<file path="config.mk">
export PLATFORM = sky130hd
export DESIGN_NAME = mips_cpu_bus_arbiter
export DESIGN_NICKNAME = d
export VERILOG_FILES = /design/src/rtl/mips_cpu_bus_pkg.sv /design/src/rtl/mips_cpu_bus_lane_align.sv /design/src/rtl/mips_cpu_bus_arbiter.sv
export SDC_FILE = /design/constraint.sdc
export NUM_CORES = 1
export LEC_CHECK = 0
export BUFFER_PORTS_ARGS = -buffer_cell sky130_fd_sc_hd__buf_2
export CAP_MARGIN = 20
export CORE_MARGIN = 1
export CORE_UTILIZATION = 34
export DETAILED_ROUTE_END_ITERATION = 10
export HOLD_SLACK_MARGIN = 0.08
export MAX_ROUTING_LAYER = met4
export SYNTH_ARGS = -nofsm -noshare
export SYNTH_HDL_FRONTEND = slang
export SYNTH_SLANG_ARGS = --single-unit
</file>
<file path="constraint.sdc">
create_clock -name clk -period 2.15 [get_ports clk]
set_input_delay 0.1075 -clock clk [delete_from_list [all_inputs] [get_ports clk]]
set_output_delay 0.1075 -clock clk [all_outputs]
set_load 0.005 [all_outputs]
</file>
<file path="src/rtl/mips_cpu_bus_pkg.sv">
// Shared types for the CPU bus arbiter: access sizes, arbiter FSM states and grant owners.
package mips_cpu_bus_pkg;

   typedef enum logic [1:0] {
      SIZE_BYTE = 2'b00,
      SIZE_HALF = 2'b01,
      SIZE_WORD = 2'b10
   } size_t;

   typedef enum logic [1:0] {
      IDLE = 2'b00,
      ACC  = 2'b01,
      RESP = 2'b10
   } state_t;

   typedef enum logic {
      INSTR = 1'b0,
      DATA  = 1'b1
   } grant_t;

endpackage

</file>
<file path="src/rtl/mips_cpu_bus_lane_align.sv">
// Byte-lane logic for a 32-bit bus: alignment check, byteenable/writedata steering and
// load extraction with sign or zero extension.
module mips_cpu_bus_lane_align
   import mips_cpu_bus_pkg::*;
(
   input  logic [1:0]  addr_lo,
   input  logic [1:0]  size,
   input  logic        sign_ext,
   input  logic [31:0] wdata,
   input  logic [31:0] readdata,
   output logic        misaligned,
   output logic [3:0]  byteenable,
   output logic [31:0] writedata,
   output logic [31:0] rdata
);

   logic [7:0]  byte_v;
   logic [15:0] half_v;

   always_comb begin
      byte_v     = readdata[{addr_lo, 3'b000} +: 8];
      half_v     = addr_lo[1] ? readdata[31:16] : readdata[15:0];
      misaligned = 1'b0;
      byteenable = 4'hF;
      writedata  = wdata;
      rdata      = readdata;
      case (size)
         SIZE_BYTE: begin
            byteenable = 4'b0001 << addr_lo;
            writedata  = {4{wdata[7:0]}};
            rdata      = {{24{sign_ext & byte_v[7]}}, byte_v};
         end
         SIZE_HALF: begin
            misaligned = addr_lo[0];
            byteenable = 4'b0011 << addr_lo;
            writedata  = {2{wdata[15:0]}};
            rdata      = {{16{sign_ext & half_v[15]}}, half_v};
         end
         // Word and the unused encoding both behave as a full-word access.
         default: begin
            misaligned = (addr_lo != 2'b00);
         end
      endcase
   end

endmodule

</file>
<file path="src/rtl/mips_cpu_bus_arbiter.sv">
// Round-robin arbiter sharing one Avalon-style memory port between instruction fetch and
// load/store requesters; all outputs registered.
module mips_cpu_bus_arbiter
   import mips_cpu_bus_pkg::*;
#(
   parameter int unsigned ADDR_W = 32,
   parameter int unsigned DATA_W = 32
) (
   input  logic              clk,
   input  logic              reset,
   input  logic              active,
   input  logic              i_req,
   input  logic [ADDR_W-1:0] i_addr,
   output logic              i_ack,
   output logic              i_err,
   output logic [DATA_W-1:0] i_rdata,
   input  logic              d_req,
   input  logic              d_we,
   input  logic [1:0]        d_size,
   input  logic              d_signed,
   input  logic [ADDR_W-1:0] d_addr,
   input  logic [DATA_W-1:0] d_wdata,
   output logic              d_ack,
   output logic              d_err,
   output logic [DATA_W-1:0] d_rdata,
   output logic [ADDR_W-1:0] address,
   output logic              read,
   output logic              write,
   output logic [3:0]        byteenable,
   output logic [DATA_W-1:0] writedata,
   input  logic [DATA_W-1:0] readdata,
   input  logic              waitrequest,
   output logic              busy
);

   state_t      state_q;
   grant_t      last_grant_q;
   logic [1:0]  cur_addr_lo_q;
   logic [1:0]  cur_size_q;
   logic        cur_signed_q;

   logic              grant_valid;
   grant_t            win;
   logic [ADDR_W-1:0] win_addr;
   logic              win_we;

   logic [1:0]        al_addr_lo;
   logic [1:0]        al_size;
   logic              al_signed;
   logic              al_misaligned;
   logic [3:0]        al_be;
   logic [DATA_W-1:0] al_wdata;
   logic [DATA_W-1:0] al_rdata;

   always_comb begin
      grant_valid = 1'b0;
      win         = DATA;
      if (state_q == IDLE && active) begin
         if (i_req && d_req) begin
            grant_valid = 1'b1;
            win         = (last_grant_q == DATA) ? INSTR : DATA;
         end else if (d_req) begin
            grant_valid = 1'b1;
            win         = DATA;
         end else if (i_req) begin
            grant_valid = 1'b1;
            win         = INSTR;
         end
      end
      win_addr = (win == INSTR) ? i_addr : d_addr;
      win_we   = (win == DATA) && d_we;

      // Lane logic sees the candidate in IDLE and the latched owner while the access is open.
      if (state_q == IDLE) begin
         al_addr_lo = win_addr[1:0];
         al_size    = (win == INSTR) ? SIZE_WORD : d_size;
         al_signed  = (win == DATA) && d_signed;
      end else begin
         al_addr_lo = cur_addr_lo_q;
         al_size    = cur_size_q;
         al_signed  = cur_signed_q;
      end
   end

   mips_cpu_bus_lane_align u_lane_align (
      .addr_lo    (al_addr_lo),
      .size       (al_size),
      .sign_ext   (al_signed),
      .wdata      (d_wdata),
      .readdata   (readdata),
      .misaligned (al_misaligned),
      .byteenable (al_be),
      .writedata  (al_wdata),
      .rdata      (al_rdata)
   );

   always_ff @(posedge clk) begin
      if (reset) begin
         state_q       <= IDLE;
         last_grant_q  <= INSTR;
         cur_addr_lo_q <= 2'b00;
         cur_size_q    <= 2'b00;
         cur_signed_q  <= 1'b0;
         i_ack         <= 1'b0;
         i_err         <= 1'b0;
         i_rdata       <= '0;
         d_ack         <= 1'b0;
         d_err         <= 1'b0;
         d_rdata       <= '0;
         address       <= '0;
         read          <= 1'b0;
         write         <= 1'b0;
         byteenable    <= 4'h0;
         writedata     <= '0;
         busy          <= 1'b0;
      end else begin
         i_ack <= 1'b0;
         i_err <= 1'b0;
         d_ack <= 1'b0;
         d_err <= 1'b0;
         case (state_q)
            IDLE: begin
               if (grant_valid) begin
                  if (al_misaligned) begin
                     if (win == INSTR) i_err <= 1'b1;
                     else              d_err <= 1'b1;
                  end else begin
                     state_q       <= ACC;
                     busy          <= 1'b1;
                     last_grant_q  <= win;
                     cur_addr_lo_q <= al_addr_lo;
                     cur_size_q    <= al_size;
                     cur_signed_q  <= al_signed;
                     address       <= {win_addr[ADDR_W-1:2], 2'b00};
                     read          <= !win_we;
                     write         <= win_we;
                     byteenable    <= al_be;
                     writedata     <= win_we ? al_wdata : '0;
                  end
               end
            end
            ACC: begin
               if (!waitrequest) begin
                  state_q   <= RESP;
                  read      <= 1'b0;
                  write     <= 1'b0;
                  writedata <= '0;
                  if (last_grant_q == INSTR) begin
                     i_ack   <= 1'b1;
                     i_rdata <= al_rdata;
                  end else begin
                     d_ack <= 1'b1;
                     if (!write) d_rdata <= al_rdata;
                  end
               end
            end
            RESP: begin
               state_q <= IDLE;
               busy    <= 1'b0;
            end
            default: begin
               state_q <= IDLE;
               busy    <= 1'b0;
            end
         endcase
      end
   end

endmodule

</file>
Word-level counts from Yosys, hierarchy flattened. Cells that the tools add are included.

Register bits after elaboration: 145. Bits of input ports: 138. Output and inout port bits: 139. Logic and storage cells: 92.

Eq/ne operators: 5. Shift operators: 3. Muxes and demuxes: 41. Bitwise logic cells: 9. Reduce and logical (&&, ||, !) cells: 17.

Operators with widths (count): $pmux W32 S2 (3); $mux W32 (5); $shiftx A32 B6 Y8 (1); $mux W1 (20); $mux W16 (1); $mux W2 (6); $reduce_and A3 Y1 (4); $pmux W1 S2 (4); $pmux W4 S2 (1); $reduce_and A4 Y1 (2); $not A1 Y1 (7); $ne A2 B2 Y1 const B (3); $eq A2 B1 Y1 const B (2); $logic_and A1 B1 Y1 (4); $logic_not A2 Y1 (2); $pmux W2 S2 (1); $reduce_bool A2 Y1 (2); $reduce_or A4 Y1 (1); $shl A1 B2 Y4 const A (1); $shl A2 B2 Y4 const A (1); $reduce_or A3 Y1 (1); $and A1 B1 Y1 (2); $logic_not A1 Y1 (1).

Logic depth before layout (Yosys ltp). Gate-level depths: netlist of run 1.

Word-level depth: 12. Mapped depth: 10.

Hierarchy. From an unflattened synthesis of run 1, not the netlist that was laid out.

Cell total of the unflattened synthesis: 779. Area, all modules: 6337.3 µm².

By module, submodules not included: mips_cpu_bus_arbiter (instances 1, cells an instance 617, area an instance 5256.3 µm²); mips_cpu_bus_lane_align (instances 1, cells an instance 162, area an instance 1081.0 µm²).

Worst setup path after synthesis of run 1. No wires, ideal clock.

Kind: reg-to-reg. Start point: register state_q[0]. End point: register i_rdata[16]. Setup time: 88 ps. Data arrival time: 2277 ps. Data required time: 2062 ps. Slack: -216 ps. Cell stages (with the launch flop): 9. Buffers on the path: 2. Period minus slack after synthesis: 2366 ps. Cells stage by stage: dfxtp_1 buf_2 or2_4 or4_1 o211a_1 mux2i_1 o41a_2 buf_6 a311oi_2.

Longest elaborated chain between the ends: 8.

Ends and longest elaborated chain: start: declaration (line mips_cpu_bus_arbiter.sv:36) `state_t state_q;`; start signal: assignment (line mips_cpu_bus_arbiter.sv:99) `state_q <= IDLE;`; start signal: assignment (line mips_cpu_bus_arbiter.sv:128) `state_q <= ACC;`; start signal: assignment (line mips_cpu_bus_arbiter.sv:144) `state_q <= RESP;`; $logic_not A2 Y1 (line mips_cpu_bus_arbiter.sv:58, mips_cpu_bus_arbiter.sv:74); $logic_and A1 B1 Y1 (line mips_cpu_bus_arbiter.sv:58) `if (state_q == IDLE && active) begin`; $mux W1 (line mips_cpu_bus_arbiter.sv:58); $mux W32 (line mips_cpu_bus_arbiter.sv:70) `win_addr = (win == INSTR) ? i_addr : d_addr;`; $mux W2 (line mips_cpu_bus_arbiter.sv:74) `if (state_q == IDLE) begin`; $shiftx A32 B6 Y8 or $mux W16 (tied branches) (line mips_cpu_bus_lane_align.sv:21, mips_cpu_bus_lane_align.sv:22); $and A1 B1 Y1, on equally long branches (line mips_cpu_bus_lane_align.sv:31, mips_cpu_bus_lane_align.sv:37); $pmux W32 S2 (line mips_cpu_bus_lane_align.sv:27) `case (size)`; end signal: assignment (line mips_cpu_bus_arbiter.sv:150) `i_rdata <= al_rdata;`; end: declaration (line mips_cpu_bus_arbiter.sv:16) `output logic [DATA_W-1:0] i_rdata,`.

Several ways; a longest one is shown, not always the timed one. A chain may end at the register's enable or synchronous reset.

Final worst setup path of run 1.
Start point: register state_q[1]. End point: register i_rdata[27].

The elaborated chain is that of the path after synthesis.

==> flow_metrics.env, run 1 <==
export IMPL_yosys_warnings=0
export IMPL_antenna_found_initial=1
export IMPL_synth_top_family_by_area="compound AO/OA/AOI/OAI gates"
export IMPL_num_vias=7876
export IMPL_synthToLayoutAreaGrowth_pct=78.0
export IMPL_crit_family="simple AND/OR/NAND/NOR gates"
export IMPL_path_class="reg -> reg"
export IMPL_die_w_um=143
export IMPL_leakagePower_nw=5.30
export IMPL_worstPathRequired_ps=2490
export IMPL_clk_path_buf_depth=2
export IMPL_r2r_cells=8
export IMPL_initial_core_util_pct=34.7
export IMPL_firstDrtPassIters=5
export IMPL_synth_seq_cells=145
export IMPL_port_buffers=274
export IMPL_syn_avg_cell_area_um2=8.96
export IMPL_nFillCells=1616
export IMPL_drt_iter0_drc=583
export IMPL_worst_slack_ps=-235
export IMPL_worstHoldEndpoint="writedata[13]"
export IMPL_synth_top_flop_cell="dfxtp_1"
export IMPL_fin_worst_skew_ps=9.81
export IMPL_synth_compound_area_share_pct=25.1
export IMPL_nets=1339
export IMPL_hp_class="in -> reg"
export IMPL_ys_seq_area_share_pct=43.0
export IMPL_whs_ps=87.0
export IMPL_synth_simple_area_share_pct=18.8
export IMPL_grt_pass1_vias=7488
export IMPL_r2r_slack_ps=-230
export IMPL_rsz0062_at_grt="yes"
export IMPL_worstHoldStart="d_wdata[13]"
export IMPL_routed_wl_um=28200
export IMPL_synthXorXnorAreaFrac_pct=0.130
export IMPL_die_h_um=143
export IMPL_ys_async_sr_fraction_pct=0
export IMPL_die_area_um2=20400
export IMPL_slew_limit_headroom_pct=57.3
export IMPL_ir_worst_vdd_v=0.000603
export IMPL_cellPowerDensity_nw_per_um2=733
export IMPL_grt_max_degree=54
export IMPL_slowest_delay_ps=540
export IMPL_worstPathArrival_ps=2730
export IMPL_htree_levels=4
export IMPL_crit_path_end_kind="flip-flop"
export IMPL_cp_buffers_inverters=1
export IMPL_ios=277
export IMPL_worstPathMaxFanout=32
export IMPL_slew_violations=0
export IMPL_synth_mux_area_share_pct=7.42
export IMPL_insertion_delay_ps=440
export IMPL_synthAdderAreaFrac_pct=0
export IMPL_placed_area_um2=8700
export IMPL_cts_buffers=17
export IMPL_synth_edf_count=0
export IMPL_drc_errors=0
export IMPL_gp_congestion=0.929
export IMPL_timing_fmax_mhz=419
export IMPL_hold_violations=0
export IMPL_crit_chain="or2_4 -> or4_4 -> o211ai_1 -> nand2_1 -> o22a_1 -> o41a_2 -> buf_12 -> a311oi_1"
export IMPL_cap_violations=0
export IMPL_r2r_start="state_q[1]"
export IMPL_fin_area_um2=12000
export IMPL_worst_pin_slew_ps=640
export IMPL_period_minus_slack_ps=2380
export IMPL_overflow=0
export IMPL_setup_worst_path_start_class="flip-flop"
export IMPL_post_route_period_util_pct=111
export IMPL_final_antenna_net_count=0
export IMPL_timing_rr_end="i_rdata[27]"
export IMPL_clock_sinks=145
export IMPL_synth_distinct_cells=61
export IMPL_post_drt_via_cell_ratio=5.32
export IMPL_grt_util_all_layers_pct=26.8
export IMPL_setup_viol=137
export IMPL_drive_gt1_share_pct=49.9
export IMPL_pre_cts_ws_ps=-218
export IMPL_worstHoldPathCells=3
export IMPL_cts_tree="yes"
export IMPL_violations="setup timing"
export IMPL_critPathSlowestCell="or4_4"
export IMPL_rows=51
export IMPL_clock_root_buffer="clkbuf_16"
export IMPL_dpl_hpwl_um=16800
export IMPL_wl_per_cell_um=19.0
export IMPL_grt_pass1_wl_um=40800
export IMPL_netlist_area_um2=6740
export IMPL_netlist_instances=753
export IMPL_clkSlewWorstSetupHoldPaths_ps=60
export IMPL_coreArea_um2=19500
export IMPL_status="finished with violations"
per-stage QoR:
step                      utilization (%)  power (mW)  std cells  TNS (ps)
after CTS                            56.7        8.29       1454    -19090
after global placement               44.7        4.65       1286    -13390
after floorplan                         -        3.94        754     -8840
after detailed placement             44.7        4.66       1286    -19920
final                                61.7        8.80       1480    -23250
after global routing                 61.7        9.11       1480    -33170
Yosys cell counts, drive strengths merged (3+ instances only):
| cell type | count | share of area, % |
|---|---|---|
| a211oi | 39 | 4.3 |
| a21oi | 32 | 2.5 |
| a22o | 9 | 1.2 |
| a22oi | 6 | 0.67 |
| a311oi | 46 | 7.4 |
| a31oi | 7 | 0.65 |
| and2 | 3 | 0.32 |
| and3 | 4 | 0.37 |
| buf | 33 | 3.2 |
| clkbuf | 35 | 1.9 |
| dfxtp | 145 | 43 |
| inv | 4 | 0.22 |
| mux2i | 50 | 7.4 |
| nand2 | 82 | 4.6 |
| nand3 | 13 | 0.96 |
| nand3b | 18 | 2.0 |
| nor2 | 108 | 6.1 |
| nor3 | 12 | 0.96 |
| o21ai | 40 | 4.1 |
| o221ai | 5 | 0.65 |
| o31ai | 17 | 1.9 |
| or2 | 3 | 0.35 |
| or3 | 14 | 1.4 |
power breakdown:
| part | leakage [nW] | internal [mW] | switching (mW) |
|---|---|---|---|
| Combinational | 3.82 | 1.32 | 1.32 |
| Clock | 0.302 | 1.96 | 1.24 |
| Sequential | 1.18 | 2.85 | 0.116 |
flip-flops by register name, summed over array words and instances, names as in the netlist:
signal         count
d_rdata           32
i_rdata           32
writedata         32
address           30
byteenable         4
cur_addr_lo_q      2
cur_size_q         2
state_q            2
busy               1
cur_signed_q       1
d_ack              1
d_err              1
i_ack              1
i_err              1
last_grant_q       1
read               1
write              1
cell families (layout without fill, tap and decap cells):
family / Yosys count / in the layout
xor gates and xnor gates: 1 / 1
muxes: 50 / 50
and+or+nand+nor: 271 / 273
buffers and inverters: 72 / 530
AOI/OAI and AO/OA: 213 / 213
DFF: 145 / 145
other: 1 / 3
worst max path at each step:
stage               start             to  slack [ps]  depth (start not counted)
3_5_place_dp   state_q[1]     d_rdata[3]        -220                          9
3_3_place_gp   state_q[1]    i_rdata[27]        -180                          7
2_1_floorplan  state_q[1]    i_rdata[16]        -200                          8
4_1_cts        state_q[1]    i_rdata[27]        -230                          7
5_1_grt        state_q[1]  writedata[13]        -330                         12
6_report       state_q[1]    i_rdata[27]        -230                          8
routing by layer:
layer	global-route usage, %	up-vias	share of wire, %	routed length (µm)
met3	4.09	75	6.3	1770
met5	-	-	0	0
met4	11.8	0	3.1	876
met2	43.6	395	50	14000
li1	-	3671	-	-
met1	32.9	3735	41	11600
layout make-up:
class | instances | area [µm²] | area share (%)
timing repair buffer | 494 | 3790 | 31.6
multi-input combinational | 539 | 4330 | 36.0
clock inverter | 11 | 153 | 1.27
tap | 265 | 332 | 2.76
antenna | 1 | 2.50 | 0.0208
sequential | 145 | 2900 | 24.2
inverter | 4 | 15.0 | 0.125
clock buffer | 21 | 480 | 4.00
tightest hold or removal path: cells and delay by family:
family / cells / cell delay [ps]
buffers and inverters: 1 / 90
AOI/OAI and AO/OA: 2 / 290
timing repair:
item	4_1_cts	5_1_grt
setup buffers	19	20
gates resized for setup	62	152
hold buffers	111	1
cloned	7	10
endpoints found under the hold margin	103	1
endpoints found under the setup margin	137	138
pin swaps	14	68
cells in the final DEF (no fill, tap or decap), drive strengths merged, types with 14 or more instances in the layout:
cell type,synthesis,final
buf,33,374
dfxtp,145,145
dlygate4sd3,0,112
nor2,108,108
nand2,82,82
mux2i,50,50
a311oi,46,46
o21ai,40,40
a211oi,39,39
a21oi,32,32
clkbuf,35,29
nand3b,18,18
o31ai,17,17
or3,14,14
(Power assumes the default switching activity.)
==> run 2: changes to the inputs <==
Settings changed: CORE_UTILIZATION 34 to 44, PLACE_DENSITY set to 0.77.
==> run 2 against run 1 <==
Net effect:
- the flow still finishes with violations (setup timing)
- largest cell class unchanged
- via count increased by 5.9%
- clock skew increased by 7.7 ps
- non-clock buffer count fell by 8
- largest power group is now sequential cells
- critical path type unchanged
- final area shrank 2.2%
- routed wire length increased by 5.9%
==> flow_metrics.env, run 2 (synthesis results as in run 1) <==
export IMPL_status="finished with violations"
export IMPL_violations="setup timing"
export IMPL_dpl_hpwl_um=15800
export IMPL_fin_worst_skew_ps=17.5
export IMPL_drt_iter0_drc=939
export IMPL_slew_limit_headroom_pct=43.2
export IMPL_period_minus_slack_ps=2450
export IMPL_path_class="reg -> reg"
export IMPL_finalNonFillerCells=1393
export IMPL_clkSlewWorstSetupHoldPaths_ps=60
export IMPL_hp_class="in -> reg"
export IMPL_clock_sinks=145
export IMPL_grt_use_met3_pct=6.07
export IMPL_worst_pin_slew_ps=852
export IMPL_routed_wl_um=29800
export IMPL_leakagePower_nw=5.24
export IMPL_grt_util_all_layers_pct=35.2
export IMPL_insertion_delay_ps=440
export IMPL_htree_levels=4
export IMPL_slowest_delay_ps=530
export IMPL_setup_worst_path_start_class="flip-flop"
export IMPL_grtUsageMet2_pct=58.5
export IMPL_cts_buffers=17
export IMPL_grt_pass1_wl_um=42300
export IMPL_clk_path_buf_depth=2
export IMPL_drive_gt1_share_pct=48.2
export IMPL_port_buffers=274
export IMPL_gp_congestion=0.961
export IMPL_layout_commonest_cell="buf_2"
export IMPL_hold_violations=0
export IMPL_use_met1_pct=39.5
export IMPL_crit_chain="or2_4 -> or4_4 -> o211a_1 -> mux2i_1 -> o41a_4 -> clkbuf_16 -> a311oi_1"
export IMPL_clock_root_buffer="clkbuf_16"
export IMPL_rows=44
export IMPL_cts_tree="yes"
export IMPL_die_h_um=126
export IMPL_setup_viol=138
export IMPL_worstPathRequired_ps=2490
export IMPL_largestRegisters="d_rdata x32, i_rdata x32, writedata x32"
export IMPL_post_drt_via_cell_ratio=5.99
export IMPL_fin_area_um2=11700
export IMPL_busiest_layer="met2"
export IMPL_overflow=0
export IMPL_post_route_period_util_pct=114
export IMPL_coreArea_um2=14800
export IMPL_die_area_um2=15800
export IMPL_dp_cells=1209
export IMPL_grt_max_degree=63
export IMPL_wl_per_cell_um=21.4
export IMPL_firstDrtPassIters=6
export IMPL_ir_worst_vdd_v=0.000676
export IMPL_placed_area_um2=8650
export IMPL_die_w_um=126
export IMPL_cp_endpoint="i_rdata[27]"
export IMPL_worst_slack_ps=-296
export IMPL_synthToLayoutAreaGrowth_pct=74.1
export IMPL_final_antenna_net_count=0
export IMPL_crit_path_end_kind="flip-flop"
export IMPL_num_vias=8340
export IMPL_grt_pass1_vias=8182
export IMPL_timing_rr_end="i_rdata[27]"
export IMPL_drc_errors=0
export IMPL_final_cell_mix="buf_2 (273), dfxtp_1 (144), dlygate4sd3_1 (112), nor2_1 (88), nand2_1 (67)"
export IMPL_r2r_slack_ps=-300
export IMPL_nFillCells=881
export IMPL_initial_core_util_pct=45.7
export IMPL_worstHoldStart="readdata[1]"
export IMPL_slew_violations=0
export IMPL_r2r_cells=7
export IMPL_setup_tns_ps=-27170
export IMPL_ios=277
export IMPL_rsz0062_at_grt="yes"
export IMPL_nets=1331
export IMPL_worstPathMaxFanout=16
export IMPL_critPathSlowestCell="or4_4"
export IMPL_antenna_found_initial=1
export IMPL_cap_violations=0
export IMPL_cellPowerDensity_nw_per_um2=720
export IMPL_worstPathArrival_ps=2780
export IMPL_r2r_start="state_q[1]"
export IMPL_timing_fmax_mhz=409
export IMPL_crit_start="state_q[1]"
==> run 2: what timing repair did <==
| item | 4_1_cts | 5_1_grt |
|---|---|---|
| endpoints found under the hold margin | 102 | 0 |
| buffers inserted | 15 | 4 |
| setup endpoints to repair | 125 | 140 |
| hold buffers | 112 | 0 |
| cloned | 7 | 12 |
| pin swaps | 14 | 67 |
| resized for setup | 70 | 105 |
==> run 2: worst min-delay path by stage <==
| stage | endpoint | slack, ps | cells after the start |
|---|---|---|---|
| after floorplan | writedata[0] | 240 | 1 |
| after global placement | writedata[30] | 370 | 3 |
| after detailed placement | writedata[30] | 380 | 3 |
| after CTS | d_rdata[21] | 90 | 3 |
| after global routing | d_rdata[21] | 110 | 3 |
| final | d_rdata[1] | 100 | 3 |
==> run 2: final cells by class <==
| class | count | area (µm²) | area share, % |
|---|---|---|---|
| clock buffer | 20 | 457 | 3.89 |
| inverter | 4 | 15.0 | 0.128 |
| tap | 184 | 230 | 1.96 |
| multi-input combinational | 539 | 4250 | 36.2 |
| timing repair buffer | 486 | 3770 | 32.1 |
| sequential | 145 | 2900 | 24.7 |
| clock inverter | 12 | 108 | 0.916 |
| antenna | 3 | 7.51 | 0.0639 |
==> run 2: report_power, final <==
| part | switching [mW] | internal [mW] | leakage [nW] | total, mW |
|---|---|---|---|---|
| Sequential | 0.104 | 2.85 | 1.18 | 2.96 |
| Combinational | 1.36 | 1.27 | 3.78 | 2.63 |
| Clock | 1.22 | 1.65 | 0.273 | 2.87 |
| Total | 2.68 | 5.78 | 5.24 | 8.46 |
==> run 2: layer usage <==
metal / vias to the layer above / wire length, µm / part of all wire [%]
met5: - / 0 / 0
met4: 0 / 1840 / 6.2
met3: 172 / 2490 / 8.3
met2: 605 / 14700 / 49
met1: 3897 / 10800 / 36
li1: 3666 / - / -
==> run 2: worst max-delay path, delay by kind of cell (launching register included) <==
kind                   cells  cell delay, ps
AND/OR/NAND/NOR            2             820
buffers and inverters      1             200
flip-flops                 1             320
multiplexers               1             140
AO/OA/AOI/OAI              3             850
==> run 2: per-stage QoR <==
step / power, mW / hold slack (ps) / utilization [%] / setup WS (ps)
6_report: 8.46 / 99.8 / 79.6 / -296
5_1_grt: 8.74 / 114 / 79.5 / -340
4_1_cts: 7.97 / 87.6 / 74.4 / -235
3_5_place_dp: 4.65 / 376 / 58.6 / -261
3_3_place_gp: 4.62 / 365 / 58.6 / -202
2_1_floorplan: 3.94 / 240 / - / -200
==> run 3: changes to the inputs <==
Settings changed: PLACE_DENSITY 0.77 to 0.82.
==> run 3 against run 2 <==
Net effect:
- the flow still finishes with violations (setup timing)
- die area unchanged
- clock-buffer cell count down 1
- clock skew down 5.7 ps
- first-iteration DRC count up 4.5%
- sequential share of layout area up 0.44 points
- sequential cell count unchanged
- routed wire length up 4.4%
- largest cell class unchanged
==> flow_metrics.env, run 3 (synthesis results as in run 1) <==
export IMPL_status="finished with violations"
export IMPL_violations="setup timing"
export IMPL_cts_tree="yes"
export IMPL_clock_sinks=145
export IMPL_drc_errors=0
export IMPL_path_class="reg -> reg"
export IMPL_grt_util_all_layers_pct=35.2
export IMPL_wl_per_cell_um=22.5
export IMPL_synthToLayoutAreaGrowth_pct=71.2
export IMPL_setup_tns_ps=-40220
export IMPL_insertion_delay_ps=420
export IMPL_antenna_found_initial=3
export IMPL_cp_common_cell="buf_4"
export IMPL_layout_commonest_cell="buf_2"
export IMPL_grt_max_degree=69
export IMPL_fin_worst_skew_ps=11.8
export IMPL_worst_slack_ps=-413
export IMPL_dpl_hpwl_um=16100
export IMPL_initial_core_util_pct=45.7
export IMPL_overflow=0
export IMPL_clkSlewWorstSetupHoldPaths_ps=60
export IMPL_leakagePower_nw=5.19
export IMPL_post_drt_via_cell_ratio=6.18
export IMPL_final_antenna_net_count=0
export IMPL_worstPathArrival_ps=2820
export IMPL_slowest_delay_ps=410
export IMPL_crit_path_end_kind="flip-flop"
export IMPL_die_area_um2=15800
export IMPL_grt_pass1_vias=8010
export IMPL_dp_cells=1211
export IMPL_drt_iter0_drc=981
export IMPL_num_vias=8548
export IMPL_grt_pass1_wl_um=42100
export IMPL_drive_gt1_share_pct=48.9
export IMPL_crit_chain="buf_4 -> or3b_4 -> buf_4 -> o311ai_4 -> nor3_2 -> nand2_1 -> o22a_1 -> o41a_4 -> clkbuf_16 -> a311oi_2"
export IMPL_power_mw=8.33
export IMPL_htree_levels=4
export IMPL_clock_root_buffer="clkbuf_16"
export IMPL_worstPathRequired_ps=2410
export IMPL_ios=277
export IMPL_post_route_period_util_pct=119
export IMPL_die_h_um=126
export IMPL_gp_congestion=0.962
export IMPL_period_minus_slack_ps=2560
export IMPL_port_buffers=274
export IMPL_whs_ps=78.9
export IMPL_largestRegisters="d_rdata x32, i_rdata x32, writedata x32"
export IMPL_rsz0062_at_grt="yes"
export IMPL_finalNonFillerCells=1384
export IMPL_final_cell_mix="buf_2 (274), dfxtp_1 (142), dlygate4sd3_1 (97), nor2_1 (77), nand2_1 (69)"
export IMPL_cap_violations=0
export IMPL_coreArea_um2=14800
export IMPL_pre_cts_ws_ps=-222
export IMPL_cellPowerDensity_nw_per_um2=721
export IMPL_slew_violations=0
export IMPL_hold_violations=0
export IMPL_worstPathMaxFanout=16
export IMPL_timing_fmax_mhz=390
export IMPL_die_w_um=126
export IMPL_setup_worst_path_start_class="flip-flop"
export IMPL_setup_viol=139
export IMPL_nets=1322
export IMPL_cts_buffers=17
export IMPL_slew_limit_headroom_pct=47.2
export IMPL_clk_path_buf_depth=2
export IMPL_worst_pin_slew_ps=792
export IMPL_rows=44
export IMPL_firstDrtPassIters=6
export IMPL_critPathSlowestCell="or3b_4"
export IMPL_ir_worst_vdd_v=0.000629
export IMPL_hp_class="in -> reg"
export IMPL_routed_wl_um=31100
==> run 3: cell count changes in the layout (fill, tap and decap cells not counted), sizes merged <==
cell and delta:
bufinv -1, or2 -2, clkinvlp +2, bufbuf +2, dlygate4sd3 -15, clkbuf -2, buf +7
==> run 3: routing by layer <==
metal	part of all wire [%]	routed length, µm	up-vias	GRT usage, %
li1	-	-	3640	-
met1	36	11100	3985	38.9
met2	48	15000	726	57.4
met3	9.2	2870	197	8.41
met4	6.9	2160	0	22.2
met5	0	0	-	-
==> run 3: worst max-delay path: cells and delay by family (launching register included) <==
kind	cells	cell delay (ps)
AO/OA/AOI/OAI	4	910
buffers and inverters	3	530
flip-flops	1	330
AND/OR/NAND/NOR	3	630
==> run 3: path summary, 6_finish.rpt <==
path	cells after the start	startpoint	slack, ps	endpoint
max reg2reg	10	state_q[1]	-410	d_rdata[18]
max	10	state_q[1]	-410	d_rdata[18]
min	3	readdata[1]	80	d_rdata[1]
min reg2reg	2	writedata[8]	450	writedata[8]
==> run 3: what timing repair did <==
item                                    in CTS  in global routing
pin swaps                                   33                 60
gates cloned                                 5                 12
hold buffers                                96                  1
buffers inserted                            20                  6
endpoints found under the setup margin     137                140
endpoints found under the hold margin       83                  1
gates resized for setup                     62                125
==> run 3: cell type report <==
| cell class | instances | area [µm²] |
|---|---|---|
| timing repair buffer | 479 | 3670 |
| clock buffer | 19 | 443 |
| fill | 853 | 3210 |
| tap | 184 | 230 |
| multi-input combinational | 537 | 4190 |
| inverter | 4 | 15.0 |
| clock inverter | 13 | 88.8 |
| sequential | 145 | 2910 |
| antenna | 3 | 7.51 |
==> run 3: report_power, final <==
group          switching (mW)  internal [mW]
logic                    1.38           1.28
clock network            1.19           1.50
registers               0.122           2.85
==> run 3: per-stage QoR <==
step / util (%) / cell area [µm²]
after global routing: 78.3 / 11500
after global placement: 58.7 / 8670
after CTS: 72.6 / 10700
after floorplan: - / 6780
final: 78.3 / 11500
after detailed placement: 58.7 / 8670
